**src/rtl/ks_adder_pipe.sv**
```systemverilog
// Pipelined Kogge-Stone adder/subtractor with a valid/ready stream interface.
// One prefix level per stage; a single advance enable freezes everything under backpressure.
module ks_adder_pipe #(
  parameter int WIDTH = 16
) (
  input  logic             clk,
  input  logic             rst_n,
  input  logic             flush,
  input  logic             in_valid,
  output logic             in_ready,
  input  logic [WIDTH-1:0] a,
  input  logic [WIDTH-1:0] b,
  input  logic             cin,
  input  logic             sub,
  output logic             out_valid,
  input  logic             out_ready,
  output logic [WIDTH-1:0] sum,
  output logic             cout,
  output logic             ovf
);

  localparam int K = $clog2(WIDTH);

  function automatic logic [WIDTH-1:0] level_g(input logic [WIDTH-1:0] g,
                                               input logic [WIDTH-1:0] p,
                                               input int               span);
    logic [WIDTH-1:0] r;
    r = g;
    for (int i = span; i < WIDTH; i++) begin
      r[i] = g[i] | (p[i] & g[i-span]);
    end
    return r;
  endfunction

  function automatic logic [WIDTH-1:0] level_p(input logic [WIDTH-1:0] p,
                                               input int               span);
    logic [WIDTH-1:0] r;
    r = p;
    for (int i = span; i < WIDTH; i++) begin
      r[i] = p[i] & p[i-span];
    end
    return r;
  endfunction

  function automatic logic ovf_detect(input logic a_msb,
                                      input logic b_msb,
                                      input logic s_msb);
    return (a_msb == b_msb) && (s_msb != a_msb);
  endfunction

  logic             en;
  logic             accept;
  logic [WIDTH-1:0] b_eff;
  logic             c_eff;
  logic [WIDTH-1:0] p_in;
  logic [WIDTH-1:0] g_in;

  // Stage k of these arrays holds the vectors after k prefix levels.
  logic [WIDTH-1:0] g_pk  [0:K];
  logic [WIDTH-1:0] p_pk  [0:K];
  logic [WIDTH-1:0] po_pk [0:K];
  logic [K:0]       amsb_pk;
  logic [K:0]       bmsb_pk;
  logic [K:0]       ceff_pk;
  logic [K:0]       vld_pk;

  logic [WIDTH-1:0] carry;
  logic [WIDTH-1:0] sum_nx;

  assign en       = !(out_valid && !out_ready);
  assign in_ready = en && !flush;
  assign accept   = in_valid && in_ready;

  always_comb begin
    b_eff   = sub ? ~b : b;
    c_eff   = sub | cin;
    p_in    = a ^ b_eff;
    g_in    = a & b_eff;
    g_in[0] = (a[0] & b_eff[0]) | (p_in[0] & c_eff);
  end

  // ---- stage 0 register and prefix levels 1..K ----
  always_ff @(posedge clk) begin
    if (en) begin
      g_pk[0]  <= g_in;
      p_pk[0]  <= p_in;
      po_pk[0] <= p_in;
      for (int k = 1; k <= K; k++) begin
        g_pk[k]  <= level_g(g_pk[k-1], p_pk[k-1], 1 << (k - 1));
        p_pk[k]  <= level_p(p_pk[k-1], 1 << (k - 1));
        po_pk[k] <= po_pk[k-1];
      end
      amsb_pk <= {amsb_pk[K-1:0], a[WIDTH-1]};
      bmsb_pk <= {bmsb_pk[K-1:0], b_eff[WIDTH-1]};
      ceff_pk <= {ceff_pk[K-1:0], c_eff};
    end
  end

  always_ff @(posedge clk or negedge rst_n) begin
    if (!rst_n) begin
      vld_pk <= '0;
    end else if (flush) begin
      vld_pk <= '0;
    end else if (en) begin
      vld_pk <= {vld_pk[K-1:0], accept};
    end
  end

  // After the last level g_pk[K][i] is the group generate of bits i..0.
  assign carry  = {g_pk[K][WIDTH-2:0], ceff_pk[K]};
  assign sum_nx = po_pk[K] ^ carry;

  // ---- output stage ----
  always_ff @(posedge clk or negedge rst_n) begin
    if (!rst_n) begin
      out_valid <= 1'b0;
      sum       <= '0;
      cout      <= 1'b0;
      ovf       <= 1'b0;
    end else begin
      if (flush) begin
        out_valid <= 1'b0;
      end else if (en) begin
        out_valid <= vld_pk[K];
      end
      if (en && vld_pk[K]) begin
        sum  <= sum_nx;
        cout <= g_pk[K][WIDTH-1];
        ovf  <= ovf_detect(amsb_pk[K], bmsb_pk[K], sum_nx[WIDTH-1]);
      end
    end
  end

endmodule

```
**config.mk**
```make
export PLATFORM = sky130hd
export DESIGN_NAME = ks_adder_pipe
export DESIGN_NICKNAME = d
export VERILOG_FILES = /design/src/rtl/ks_adder_pipe.sv
export SDC_FILE = /design/constraint.sdc
export NUM_CORES = 1
export LEC_CHECK = 0
export CAP_MARGIN = 40
export CELL_PAD_IN_SITES_DETAIL_PLACEMENT = 1
export CELL_PAD_IN_SITES_GLOBAL_PLACEMENT = 1
export CORE_MARGIN = 3
export CORE_UTILIZATION = 45
export CTS_BUF_LIST = sky130_fd_sc_hd__clkbuf_16
export CTS_CLUSTER_SIZE = 28
export DETAILED_ROUTE_END_ITERATION = 10
export PLACE_DENSITY_LB_ADDON = 0.15
export SETUP_SLACK_MARGIN = 0.3
export SLEW_MARGIN = 20
export SYNTH_ARGS = -nofsm -noshare
export SYNTH_HDL_FRONTEND = slang
export SYNTH_SLANG_ARGS = --single-unit
```
**constraint.sdc**
```tcl
create_clock -name clk -period 3.4 [get_ports clk]
set_input_delay 0.34 -clock clk [delete_from_list [all_inputs] [get_ports clk]]
set_output_delay 0.34 -clock clk [all_outputs]
set_load 0.005 [all_outputs]
```
---- Word level (Yosys, flattened, before mapping) ----
Memories as Yosys holds them, arrays and structs flattened.
Index checks and enable logic that the tools add are counted.
storage, ports and cells
  register bits after elaboration ......... 39
  bits in writable memories ............... 240
  input bits .............................. 39
  output and inout port bits .............. 20
  logic and storage cells ................. 183
  memories kept ........................... 3
memories
  name   words  width  rd ports  clocked after Yosys merged registers in  wr ports  RTL line  RTL
  g_pk   5      16     5         0                                        5         59        logic [WIDTH-1:0] g_pk [0:K];
  p_pk   5      16     4         0                                        5         60        logic [WIDTH-1:0] p_pk [0:K];
  po_pk  5      16     5         0                                        5         61        logic [WIDTH-1:0] po_pk [0:K];
operators by class
  eq/ne operators ......................... 3
  mux-type cells .......................... 6
  bitwise logic cells ..................... 155
  reduce and logical (&&, ||, !) cells .... 8
operators with widths
  operator                              number
  1-bit AND                             100
  1-bit OR                              51
  16-bit XOR                            2
  16-bit AND                            1
  16-bit 2-to-1 mux                     1
  16-bit inverter                       1
  5-bit 2-to-1 mux                      2
  1-bit logical AND                     5
  1-bit zero test                       3
  1-bit 2-to-1 mux                      3
  2-bit != test, second input constant  1
  1-bit equality test                   1
  1-bit != test                         1

---- Longest topological paths before layout ----
  depth in word-level cells ............... 7
  mapped depth ............................ 7
  mapped depth without buffers ............ 4

---- Least setup slack after synthesis ----
Ideal clock, no wire load.
  path kind ............................... register -> register
  from .................................... register out_valid
  to ...................................... register sum[11]
  library setup time ...................... 0.086 ns
  data arrival time ....................... 3.607 ns
  required time ........................... 3.314 ns
  path slack .............................. -0.293 ns
  cell stages (with the launch flop) ...... 7
  buffers on the path ..................... 2
  clock period less this slack ............ 3.693 ns
  cell sequence ........................... dfrtp_1 > nor2b_2 > buf_6 > inv_4 > buf_2 > a21oi_1 > a21oi_1
between the ends
  cells in the longest elaborated chain, start to end .. 3
RTL lines
  what                      RTL line  RTL
  start: declaration        15        output logic out_valid,
  start signal: assignment  124       out_valid <= vld_pk[K];
  1-bit logical AND         70        assign en = !(out_valid && !out_ready);
  1-bit zero test           70
  1-bit logical AND         126       if (en && vld_pk[K]) begin
  end signal: assignment    127       sum <= sum_nx;
  end: declaration          17        output logic [WIDTH-1:0] sum,
Every way passes these cells.
A chain may end at the register's enable or synchronous reset.

---- Final worst setup path ----
  from .................................... register out_valid
  to ...................................... output in_ready
between the ends
  cells in the longest elaborated chain, start to end .. 3
RTL lines
  what               RTL line  RTL
  1-bit logical AND  70
  1-bit zero test    70
  1-bit logical AND  71        assign in_ready = en && !flush;
  end: declaration   10        output logic in_ready,
Every way passes these cells.

==> flow_summary_export.csv <==
group,metric,value,unit
place,place.gp.congestion,0.736,
timing,worst_pin_slew,0.638,ns
logic_synthesis,avgSynthCellArea,19.2,sq um
timing,rsz0062_at_grt,"false",
final_layout,syn_to_final_growth,19.3,%
logic_synthesis,synth_top_family_by_area,"compound AO/OA/AOI/OAI gates",
die,die-area,20100,sq um
grt,groute.usage.overall,0.129,
final_layout,nets,569,
timing,tns,0,ns
route,route.detailed.drc,0,
cts,cts_resized,0,
timing,setup_violations,0,
cts,cts_tree,"done",
place,dp_hpwl,8260,um
power_and_ir_drop,p_sw,1.39,mW
timing,finalMaxSlewViolations,0,
route,ant_nets,0,
route,vias,3758,
route,avgViaCountPerCell,4.94,
cts,numCtsBuffers,24,
power_and_ir_drop,irDropWorstVdd,0.306,mV
power_and_ir_drop,pwr-share-clk,0.355,
power_and_ir_drop,p_sw_frac,0.207,
cts,cts.sinks,233,
final_layout,antennaDiodeCount,0,
place,port_buffers,58,
logic_synthesis,syn_area,8310,sq um
grt,grt_antenna_before_repair,0,
power_and_ir_drop,sequentialPowerShare,0.573,
worst_setup_path,end_kind,"output pin",
logic_synthesis,synth_fp_nets,488,
grt,grt_overflow,0,
logic_synthesis,synth_fa_ha_area_frac,0.0241,
final_layout,multi_input_area,1360,sq um
cts,clock_path_buffers,3,
final_layout,design_area,9920,sq um
logic_synthesis,synth_compound_area_frac,0.0688,
cts,cts.clk_slew.worst_paths,0.06,ns
logic_synthesis,synth.area.mux_share,0.00181,
logic_synthesis,synthCells,433,
die,coreArea,18000,sq um
final_layout,regArea,6880,sq um
worst_setup_path,cp.required,3.06,ns
timing,max_freq,0.468,GHz
power_and_ir_drop,intPower,5.33,mW
logic_synthesis,synth_seq_cells,233,
grt,grt_pass1_wl,21000,um
timing,hold_violations,0,
cts,cts_hold_buffers,0,
power_and_ir_drop,combPwrFrac,0.072,
route,drt_pre_antenna_iters,4,
worst_setup_path,startpoint_type,"register",
timing,holdWs,0.158,ns
worst_setup_path,arrival,1.80,ns
timing,skew,0.00703,ns
hold_path,hp-class,"in -> async",
power_and_ir_drop,total_power,6.72,mW
logic_synthesis,ys.warnings.count,0,
logic_synthesis,synthSimpleGateAreaFrac,0.0357,
cts,post_cts_buffers,0,
die,io_pins,59,
final_layout,layout-drive-gt1-share,0.0827,
cts,cts_root_buf,"clkbuf_16",
cts,h-tree-depth,1,
die,fp-row-count,49,
logic_synthesis,yosysSeqAreaShare,0.828,
worst_setup_path,worstPathMaxFanout,8,
timing,period_share,0.628,
run_status,status,"completed",
route,drt-total-wl,12600,um
worst_setup_path,path_class,"reg -> out",
grt,grt_pass1_vias,4090,
die,die_h,142,um
logic_synthesis,ys_types,21,
final_layout,layout.cells.non_filler,761,
timing,timing.final.crit_period,2.14,ns
timing,relSlewSlack,0.575,
route,drt_iter0_drc,183,
die,fp.dieW,142,um
job,maxCapViolCount,0,
place,dp.cells,716,
die,initial_core_util,0.461,
power_and_ir_drop,power_density,678,nW/um^2
final_layout,fill_cells,1637,
logic_synthesis,yosys.area_share.xor_xnor,0.0337,
route,routedWlPerCell,16.5,um
power_and_ir_drop,leakage,4.08,nW
grt,grt_max_degree,101,
cts,worstSkewPairLatency,0.50,ns
place,placedInstanceArea,9180,sq um
cell usage in the layout, fill, tap and decap left out, types with 3 or more instances in the layout:
cell	synthesis	routed
edfxtp_1	209	209
clkdlybuf4s50_1	0	58
a21o_1	50	50
a21oi_1	38	38
and2_1	34	34
clkbuf_16	0	25
dfrtp_1	24	24
xor2_1	16	16
xnor2_1	16	16
ha_1	16	16
inv_1	0	11
nand2_1	10	10
clkinv_2	0	4
nor2_1	3	3
inv_2	0	3
buf_4	0	3
cells by family after synthesis:
kind of cell,count (synthesis)
flops,233
compound gates,89
simple gates,52
xor+xnor,32
fa+ha+maj,16
buf+inv,10
mux,1
power groups by stage:
stage | logic [mW] | clock network, mW | registers, mW
floorplan | 0.242 | 0 | 3.82
detailed placement | 0.491 | 0 | 3.92
finish | 0.484 | 2.38 | 3.85
global route | 0.546 | 2.57 | 3.91
global placement | 0.468 | 0 | 3.90
CTS | 0.496 | 2.46 | 3.87
worst max-delay path, cell delays in order, from the launching register on:
cell,delay (ns)
dfrtp_1,0.33
nor2b_2,0.43
nor2_1,0.08
clkdlybuf4s50_1,0.46
through the flow:
stage / util / worst slack (ns)
after floorplan: - / 0.822
after global placement: 0.508 / 1.06
after detailed placement: 0.509 / 1.00
after CTS: 0.549 / 1.22
after global routing: 0.550 / 1.11
final: 0.550 / 1.26
path summary, 6_finish.rpt:
check                           depth (start not counted)    startpoint            to  slack [ns]
worst max-delay path                                    3     out_valid      in_ready        1.26
worst min-delay path                                    1         rst_n        sum[4]        0.16
worst min register to register                          0  po_pk[0][26]  po_pk[0][42]        0.41
worst max register to register                          3     out_valid   g_pk[0][57]        1.37
min in group clk                                        3      in_valid     vld_pk[0]        0.41
max in group asynchronous                               2         rst_n          cout        2.78
cells in the mapped netlist:
cell	instances	area, sq um
and2_4	1	8.76
nand2_1	10	37.5
ha_1	16	200
a21o_1	50	375
mux2_4	1	15.0
buf_1	1	3.75
nor2b_2	1	8.76
nor2_1	3	11.3
xnor2_1	16	140
buf_2	5	25.0
edfxtp_1	209	6280
buf_6	3	33.8
dfrtp_1	24	601
nand3_1	1	5.00
a21oi_1	38	190
xor2_1	16	140
or2_2	1	6.26
inv_4	1	6.26
or3_1	1	6.26
and2_1	34	213
a31oi_1	1	6.26
state kept, by name (all words and copies together) (netlist names):
signal and cells:
g_pk 80, po_pk 80, p_pk 34, sum 16, amsb_pk 5, bmsb_pk 5, ceff_pk 5, vld_pk 5
cout 1, out_valid 1, ovf 1
metal layers:
layer | up-vias | share of wire | GRT usage
met1 | 1847 | 0.44 | 0.171
li1 | 1807 | - | -
met4 | 0 | 0.020 | 0.0439
met2 | 78 | 0.49 | 0.214
met3 | 26 | 0.047 | 0.0266
met5 | - | 0 | 0
area by class of cell:
class / count / share of cell area
clock buffers: 25 / 0.0631
clock inverters: 19 / 0.0103
inverters: 1 / 0.00114
multi-input cells: 190 / 0.138
flip-flops and latches: 233 / 0.694
well taps: 229 / 0.0289
repair buffers: 64 / 0.0655
(Power assumes the default switching activity.)
